File: src/rtl/serial_tx.sv
// Frame transmitter: start bit (0), DATA_W data bits LSB first, stop bit (1),
// each held CLKS_PER_BIT clocks. Outputs tx/busy/done are all registered.
module serial_tx #(
  parameter int DATA_W       = 8,
  parameter int CLKS_PER_BIT = 4
) (
  input  logic              clk,
  input  logic              reset,
  input  logic              start,
  input  logic [DATA_W-1:0] data,
  output logic              tx,
  output logic              busy,
  output logic              done
);

  localparam int CW = (CLKS_PER_BIT > 1) ? $clog2(CLKS_PER_BIT) : 1;
  localparam int BW = (DATA_W > 1) ? $clog2(DATA_W) : 1;
  localparam logic [CW-1:0] CNT_LAST = CW'(CLKS_PER_BIT - 1);
  localparam logic [BW-1:0] BIT_LAST = BW'(DATA_W - 1);

  typedef enum logic [1:0] {
    IDLE  = 2'd0,
    START = 2'd1,
    DATA  = 2'd2,
    STOP  = 2'd3
  } state_t;

  state_t            state, state_n;
  logic [CW-1:0]     cnt, cnt_n;
  logic [BW-1:0]     bit_idx, bit_idx_n;
  logic [DATA_W-1:0] shreg, shreg_n;
  logic              tx_n, busy_n, done_n;
  logic              bit_end;

  assign bit_end = (cnt == CNT_LAST);

  // NOTE: every variable gets a default before the case so no path leaves it
  // unassigned; a missing default here would infer a latch.
  always_comb begin
    state_n   = state;
    cnt_n     = cnt;
    bit_idx_n = bit_idx;
    shreg_n   = shreg;
    done_n    = 1'b0;

    unique case (state)
      IDLE: begin
        if (start) begin
          state_n   = START;
          shreg_n   = data;
          cnt_n     = '0;
          bit_idx_n = '0;
        end
      end
      START: begin
        if (bit_end) begin
          state_n   = DATA;
          cnt_n     = '0;
          bit_idx_n = '0;
        end else begin
          cnt_n = cnt + 1'b1;
        end
      end
      DATA: begin
        if (bit_end) begin
          cnt_n   = '0;
          shreg_n = shreg >> 1;
          if (bit_idx == BIT_LAST) state_n = STOP;
          else                     bit_idx_n = bit_idx + 1'b1;
        end else begin
          cnt_n = cnt + 1'b1;
        end
      end
      STOP: begin
        if (bit_end) begin
          cnt_n  = '0;
          done_n = 1'b1;
          // A start on the completing edge chains the next frame with no idle gap.
          if (start) begin
            state_n   = START;
            shreg_n   = data;
            bit_idx_n = '0;
          end else begin
            state_n = IDLE;
          end
        end else begin
          cnt_n = cnt + 1'b1;
        end
      end
      default: state_n = IDLE;
    endcase

    // Outputs are derived from the next state so they register on the same edge.
    busy_n = (state_n != IDLE);
    unique case (state_n)
      START:   tx_n = 1'b0;
      DATA:    tx_n = shreg_n[0];
      default: tx_n = 1'b1;
    endcase
  end

  // NOTE: sequential state uses non-blocking assignments so all registers
  // update together from pre-edge values.
  always_ff @(posedge clk or posedge reset) begin
    if (reset) begin
      state   <= IDLE;
      cnt     <= '0;
      bit_idx <= '0;
      shreg   <= '0;
      tx      <= 1'b1;
      busy    <= 1'b0;
      done    <= 1'b0;
    end else begin
      state   <= state_n;
      cnt     <= cnt_n;
      bit_idx <= bit_idx_n;
      shreg   <= shreg_n;
      tx      <= tx_n;
      busy    <= busy_n;
      done    <= done_n;
    end
  end

endmodule
File: config.mk
export PLATFORM = sky130hd
export DESIGN_NAME = serial_tx
export DESIGN_NICKNAME = d
export VERILOG_FILES = /design/src/rtl/serial_tx.sv
export SDC_FILE = /design/constraint.sdc
export NUM_CORES = 1
export LEC_CHECK = 0
export CAP_MARGIN = 20
export CORE_MARGIN = 2
export CORE_UTILIZATION = 25
export DETAILED_ROUTE_END_ITERATION = 10
export PLACE_DENSITY_LB_ADDON = 0.25
export SYNTH_ARGS = -nofsm -noshare
export SYNTH_HDL_FRONTEND = slang
export SYNTH_SLANG_ARGS = --single-unit
File: constraint.sdc
create_clock -name clk -period 2.85 [get_ports clk]
set_input_delay 0.4275 -clock clk [delete_from_list [all_inputs] [get_ports clk]]
set_output_delay 0.4275 -clock clk [all_outputs]
set_load 0.01 [all_outputs]
==> results of run 1 <==
[sequential cells by signal, indices dropped and copies added, names as in the netlist]
name	cells
busy	1
cnt	2
done	1
state	2
tx	1
bit_idx	3
shreg	8
[cell usage after synthesis]
master and n:
a222oi_1 6, and2_0 1, mux2i_1 2, nand3b_1 2
dfrtp_1 17, a31oi_1 4, and3_1 1, a32oi_2 1
nand2b_1 3, a21oi_1 2, o21ai_0 2, inv_1 11
and2b_1 1, ha_1 3, nor2_1 2, or2_1 1
xnor2_2 1, mux2_2 1, nand2_1 8, and3_4 1
buf_6 3, nor2_2 1, o21a_4 1, nand3_1 3
a21oi_2 1, buf_2 2, a311oi_1 1, dfstp_2 1
nor2b_2 1, o31ai_1 1, a22o_1 2, or2b_1 1
and4_1 1
[layout make-up]
cell class                      instances  area (um^2)
Multi-Input combinational cell         55          419
Timing Repair Buffer                   14          138
Clock buffer                            4         55.1
Tap cell                               48         60.1
Sequential cell                        18          452
Inverter                               11         41.3
Fill cell                             369         2500
[worst max-delay path, stage by stage (launching register included)]
cell      delay, ns
dfrtp_1        0.41
ha_1           0.35
and3_4         0.25
o21a_4         0.22
a222oi_1       0.33
inv_1          0.07
[power groups by stage]
stage	sequential (uW)	clock [uW]	combinational, uW
detailed placement	483	0	459
global placement	480	0	440
CTS	479	217	461
finish	478	212	454
floorplan	439	0	410
global route	497	229	521
[layer usage]
metal  part of all wire, %  GRT usage, %
met5                     0             0
met1                    46          12.8
met4                   1.5          6.25
met3                   4.1          2.04
met2                    49          15.7
[cells by family (layout without fill, tap and decap cells)]
kind of cell	Yosys count	after routing	share of synthesized area [%]
fa+ha+maj	3	3	3.93
flops	18	18	47.3
buf+inv	16	29	8.90
xor+xnor	1	1	1.70
simple gates	27	27	16.2
mux	3	3	3.27
compound gates	21	21	18.7
[final timing paths]
path	from	end	slack [ns]	depth (start not counted)
worst max register to register	cnt[0]	shreg[5]	1.09	5
worst min-delay path	shreg[0]	shreg[0]	0.48	2
worst max-delay path	cnt[0]	shreg[5]	1.09	5
max in group asynchronous	reset	bit_idx[1]	1.83	2
worst min register to register	shreg[0]	shreg[0]	0.48	2
min in group asynchronous	reset	state[0]	0.58	2
[metrics by stage]
step / worst slack, ns / hold slack, ns / utilization [%] / area [um^2] / total power [uW]
after CTS: 1.07 / 0.490 / 31.8 / 1160 / 1160
after floorplan: 1.27 / 0.365 / - / 956 / 849
final: 1.09 / 0.482 / 31.8 / 1160 / 1140
after global placement: 0.880 / 0.467 / 30.3 / 1110 / 920
after detailed placement: 0.811 / 0.473 / 30.3 / 1110 / 942
after global routing: 0.928 / 0.525 / 31.8 / 1160 / 1250
==> qor.csv, run 1 <==
stage,metric,value,unit
outcome,outcome,completed,
global_routing,antenna violations before repair,0,
synthesis,Ys Warns,0,
power,Max IR drop VDD,200,uV
run,max cap viols,0,
critical_path,critical path type,register to register,
synthesis,post-synthesis sequential area ratio,47.3,%
placement,I/O Buffers,13,
power,Int Pwr,727,uW
global_routing,"Remaining Overflow, GRT",0,
power,Clk network pwr share,18.5,%
die,initial core utilization,26.1,%
timing,Final Cycle Share,61.8,%
layout,"most common cell after layout, fill and taps aside",dfrtp_1,
routing,drt first pass iters,6,
power,P per Cell Area,982,mW/mm^2
clock_tree,Clock transition at path regs,0.08,ns
routing,Post-DRT Antenna Nets,0,
clock_tree,CTS Buf Count,3,
synthesis,Cells after Synth,89,
timing,clock skew,0.00964,ns
routing,initial drt markers,41,
layout,Layout Cells excl Fill,150,
synthesis,mapped cell area,956,um^2
routing,WL/cell,12.3,um
synthesis,Seq cells post-synth,18,
critical_path,Worst Setup End Kind,register,
critical_path,crit path launch type,register,
clock_tree,H-tree depth,1,
power,Seq pwr share,41.8,%
timing,Setup-failing EPs final,0,
timing,max frequency,568,MHz
timing,Final Slew Violations,0,
placement,GP Congestion,0.713,
layout,nets,117,
routing,vias per cell,4.81,
clock_tree,clk buf depth,2,
synthesis,top cell type's share of synthesized area,44.5,%
critical_path,"Max FO, Critical Path",11,
die,die area,0.00433,mm^2
clock_tree,CTS tree,done,
layout,ANT cells,0,
die,Die Span Y,65.8,um
synthesis,Cell variety after synth,33,
global_routing,first-pass GRT wire length,3.32,mm
timing,Worst-Margin Slew,0.681,ns
timing,Final min period,1.76,ns
placement,hpwl dp,1.34,mm
clock_tree,number of hold buffers added after cts,0,
timing,RSZ-0062 raised after global routing,no,
power,Lkg Pwr,0.000528,uW
global_routing,vias in the first global route,729,
synthesis,Avg Synthesized Cell Area,10.7,um^2
timing,final number of hold-violating endpoints,0,
timing,setup TNS,0,ns
clock_tree,CTS resizes,0,
synthesis,syn_nets,103,
die,die width,65.8,um
global_routing,largest net degree at the start of global routing,19,
power,sw power,416,uW
power,Comb pwr share,39.7,%
clock_tree,clk root buf,clkbuf_8,
clock_tree,worst skew pair latency,0.26,ns
critical_path,required time worst endpoint,2.98,ns
clock_tree,Num Clock Sinks,18,
die,num ports,14,
die,Core Region,0.00366,mm^2
placement,dpl cells,146,
routing,DRC violations left,0,
layout,layout cells sized above 1,13.7,%
layout,Synth-to-Final Area Change,21.9,%
routing,Vias,722,
synthesis,cell accounting for the most synthesized area,dfrtp_1,
synthesis,Area contributors post-synth,"dfrtp_1, a222oi_1, inv_1",
layout,most frequent cells in the layout,"dfrtp_1, clkdlybuf4s50_1, inv_1",
clock_tree,Setup Buffers After CTS,0,
die,Rows,22,
timing,normalized max-slew margin,54.6,%
routing,Detailed Route WL,1.85,mm
power,sw frac,36.4,%
global_routing,GRT Util Overall,10.1,%
critical_path,WP data arrival,1.89,ns
min_path,Min-Delay Path Class,register to register,
(Power assumes the default switching activity.)
==> inputs of run 2 (changes only) <==
==> constraint.sdc (replaced) <==
create_clock -name clk -period 1.6 [get_ports clk]
set_input_delay 0.24 -clock clk [delete_from_list [all_inputs] [get_ports clk]]
set_output_delay 0.24 -clock clk [all_outputs]
set_load 0.01 [all_outputs]
==> run 2 against run 1 <==
Effect of this change:
- via count increased by 5.0%
- register-to-register slack got worse by 1.0 ns
- critical path depth unchanged
- clock power increased by 53%
- worst hold slack got worse by 0.17 ns
- non-clock buffer count increased by 13
- fmax increased by 14%
- clock-buffer cell count unchanged
- clock skew decreased by 0.0063 ns
- sequential power increased by 74%
==> qor.csv, run 2 (synthesized netlist as in run 1, its figures left out) <==
stage,metric,value,unit,change
layout,layout cells sized above 1,26.1,%,+12 points
clock_tree,Clock transition at path regs,0.07,ns,about the same
routing,vias per cell,4.65,,-3.4%
run,max cap viols,0,,unchanged
timing,normalized max-slew margin,70.8,%,+16 points
timing,RSZ-0062 raised after global routing,yes,,
die,initial core utilization,26.1,%,unchanged
layout,Synth-to-Final Area Change,34.2,%,
global_routing,GRT Util Overall,10.4,%,+0.33 points
power,Clk network pwr share,14.7,%,-3.8 points
timing,max frequency,648,MHz,+14%
layout,Largest regs,"shreg (8), bit_idx (3)",,
timing,Final Slew Violations,0,,unchanged
layout,Layout Cells excl Fill,163,,+8.7%
power,P per Cell Area,1720,mW/mm^2,+75%
placement,Post-Place Setup Slack,-0.0670,ns,-0.878 ns
layout,"most common cell after layout, fill and taps aside",dfrtp_1,,
power,Seq pwr share,37.7,%,-4.1 points
power,Int Pwr,1420,uW,+95%
critical_path,r2r worst-path depth,5,,unchanged
routing,DRC violations left,0,,unchanged
timing,Worst-Margin Slew,0.438,ns,-0.243 ns
clock_tree,clk buf depth,2,,unchanged
critical_path,"Max FO, Critical Path",7,,-4
routing,Post-DRT Antenna Nets,0,,unchanged
outcome,outcome,completed,,
clock_tree,CTS tree,done,,
global_routing,vias in the first global route,730,,+0.14%
critical_path,critical path type,register to register,,
placement,dpl cell area,0.00118,mm^2,+6.8%
clock_tree,worst skew pair latency,0.25,ns,about the same
global_routing,antenna violations before repair,0,,unchanged
routing,Detailed Route WL,1.99,mm,+7.6%
clock_tree,Num Clock Sinks,18,,unchanged
placement,hpwl dp,1.50,mm,+12%
routing,Top Metal Used,met4,,
clock_tree,number of hold buffers added after cts,0,,unchanged
clock_tree,CTS Buf Count,3,,unchanged
die,Die Span Y,65.8,um,unchanged
power,Max IR drop VDD,364,uV,+82%
routing,met2 wire length,905,um,+0.22%
critical_path,crit path launch type,register,,
placement,GP Congestion,0.721,,+1.2%
power,sw power,787,uW,+89%
layout,final instance area,0.00128,mm^2,+10%
die,Rows,22,,unchanged
layout,Top reg by flops,shreg,,
global_routing,largest net degree at the start of global routing,19,,unchanged
power,sw frac,35.7,%,-0.72 points
routing,WL/cell,12.2,um,-0.96%
timing,Final min period,1.54,ns,-0.218 ns
die,die area,0.00433,mm^2,unchanged
routing,initial drt markers,60,,+46%
routing,Vias,758,,+5.0%
routing,drt first pass iters,4,,-2
power,Lkg Pwr,0.000586,uW,+11%
routing,wire length on met3,84,um,+11%
critical_path,WP data arrival,1.72,ns,-0.17 ns
power,Comb pwr share,47.6,%,+7.9 points
timing,Final Cycle Share,96.5,%,+35 points
layout,most frequent cells in the layout,"dfrtp_1, buf_4, clkdlybuf4s50_1",,
global_routing,first-pass GRT wire length,3.41,mm,+2.7%
timing,Setup-failing EPs final,0,,unchanged
placement,I/O Buffers,13,,unchanged
die,die width,65.8,um,unchanged
critical_path,Worst Setup End Kind,register,,
layout,nets,130,,+11%
layout,max FFs per register,8,,unchanged
timing,clock skew,0.00335,ns,-0.00629 ns
die,Core Region,0.00366,mm^2,unchanged
routing,Metal-1 WL,963,um,+14%
global_routing,"Remaining Overflow, GRT",0,,unchanged
layout,ANT cells,0,,unchanged
placement,dpl cells,156,,+6.8%
min_path,Min-Delay Path Class,input port to asynchronous set/reset pin,,
timing,final number of hold-violating endpoints,0,,unchanged
critical_path,required time worst endpoint,1.77,ns,-1.21 ns
clock_tree,clk root buf,clkbuf_8,,
clock_tree,H-tree depth,1,,unchanged
timing,final setup margin,0.0561,ns,-1.03 ns
die,num ports,14,,unchanged
[run 2: worst max-delay path: stages (launching register included)]
cell     delay (ns)
dfrtp_1        0.42
ha_4           0.20
buf_4          0.14
a32oi_2        0.41
nand2_1        0.13
a31oi_1        0.18
[run 2: repair_timing]
action	in CTS	in global routing
setup buffers	0	3
hold endpoints to repair	0	0
pin swaps	0	3
gates resized for setup	1	6
setup endpoints to repair	4	10
[run 2: path summary, 6_finish.rpt]
path | from | endpoint | slack (ns)
max | cnt[1] | tx | 0.06
min | reset | shreg[0] | 0.31
max reg2reg | cnt[1] | tx | 0.06
min reg2reg | shreg[0] | shreg[0] | 0.48
max in group asynchronous | reset | tx | 1.03
min in group clk | shreg[0] | shreg[0] | 0.48
[run 2: per-layer routing]
metal | track usage (%) | vias to the layer above
li1 | - | 370
met1 | 13.7 | 364
met2 | 16.4 | 20
met3 | 2.21 | 4
met4 | 4.69 | 0
met5 | 0 | -
[run 2: final cells by class]
class,count,area [um^2]
Fill cell,372,2380
Sequential cell,18,453
Multi-Input combinational cell,55,448
Timing Repair Buffer,27,235
Tap cell,48,60.1
Clock buffer,4,45.0
Inverter,11,41.3
[run 2: metrics by stage]
step / setup TNS, ns / total power [uW] / utilization (%) / hold slack [ns]
floorplan: 0 / 1510 / - / 0.178
global placement: -0.0495 / 1760 / 32.4 / 0.465
detailed placement: -0.225 / 1800 / 32.4 / 0.472
CTS: 0 / 2130 / 33.7 / 0.316
global route: -0.0584 / 2410 / 35.0 / 0.334
finish: 0 / 2200 / 35.0 / 0.308
[run 2: power by group through the flow]
stage | clock, uW | sequential (uW) | combinational (uW)
6_report | 324 | 830 | 1050
5_1_grt | 364 | 856 | 1190
4_1_cts | 335 | 819 | 978
3_5_place_dp | 0 | 826 | 970
3_3_place_gp | 0 | 817 | 942
2_1_floorplan | 0 | 781 | 730
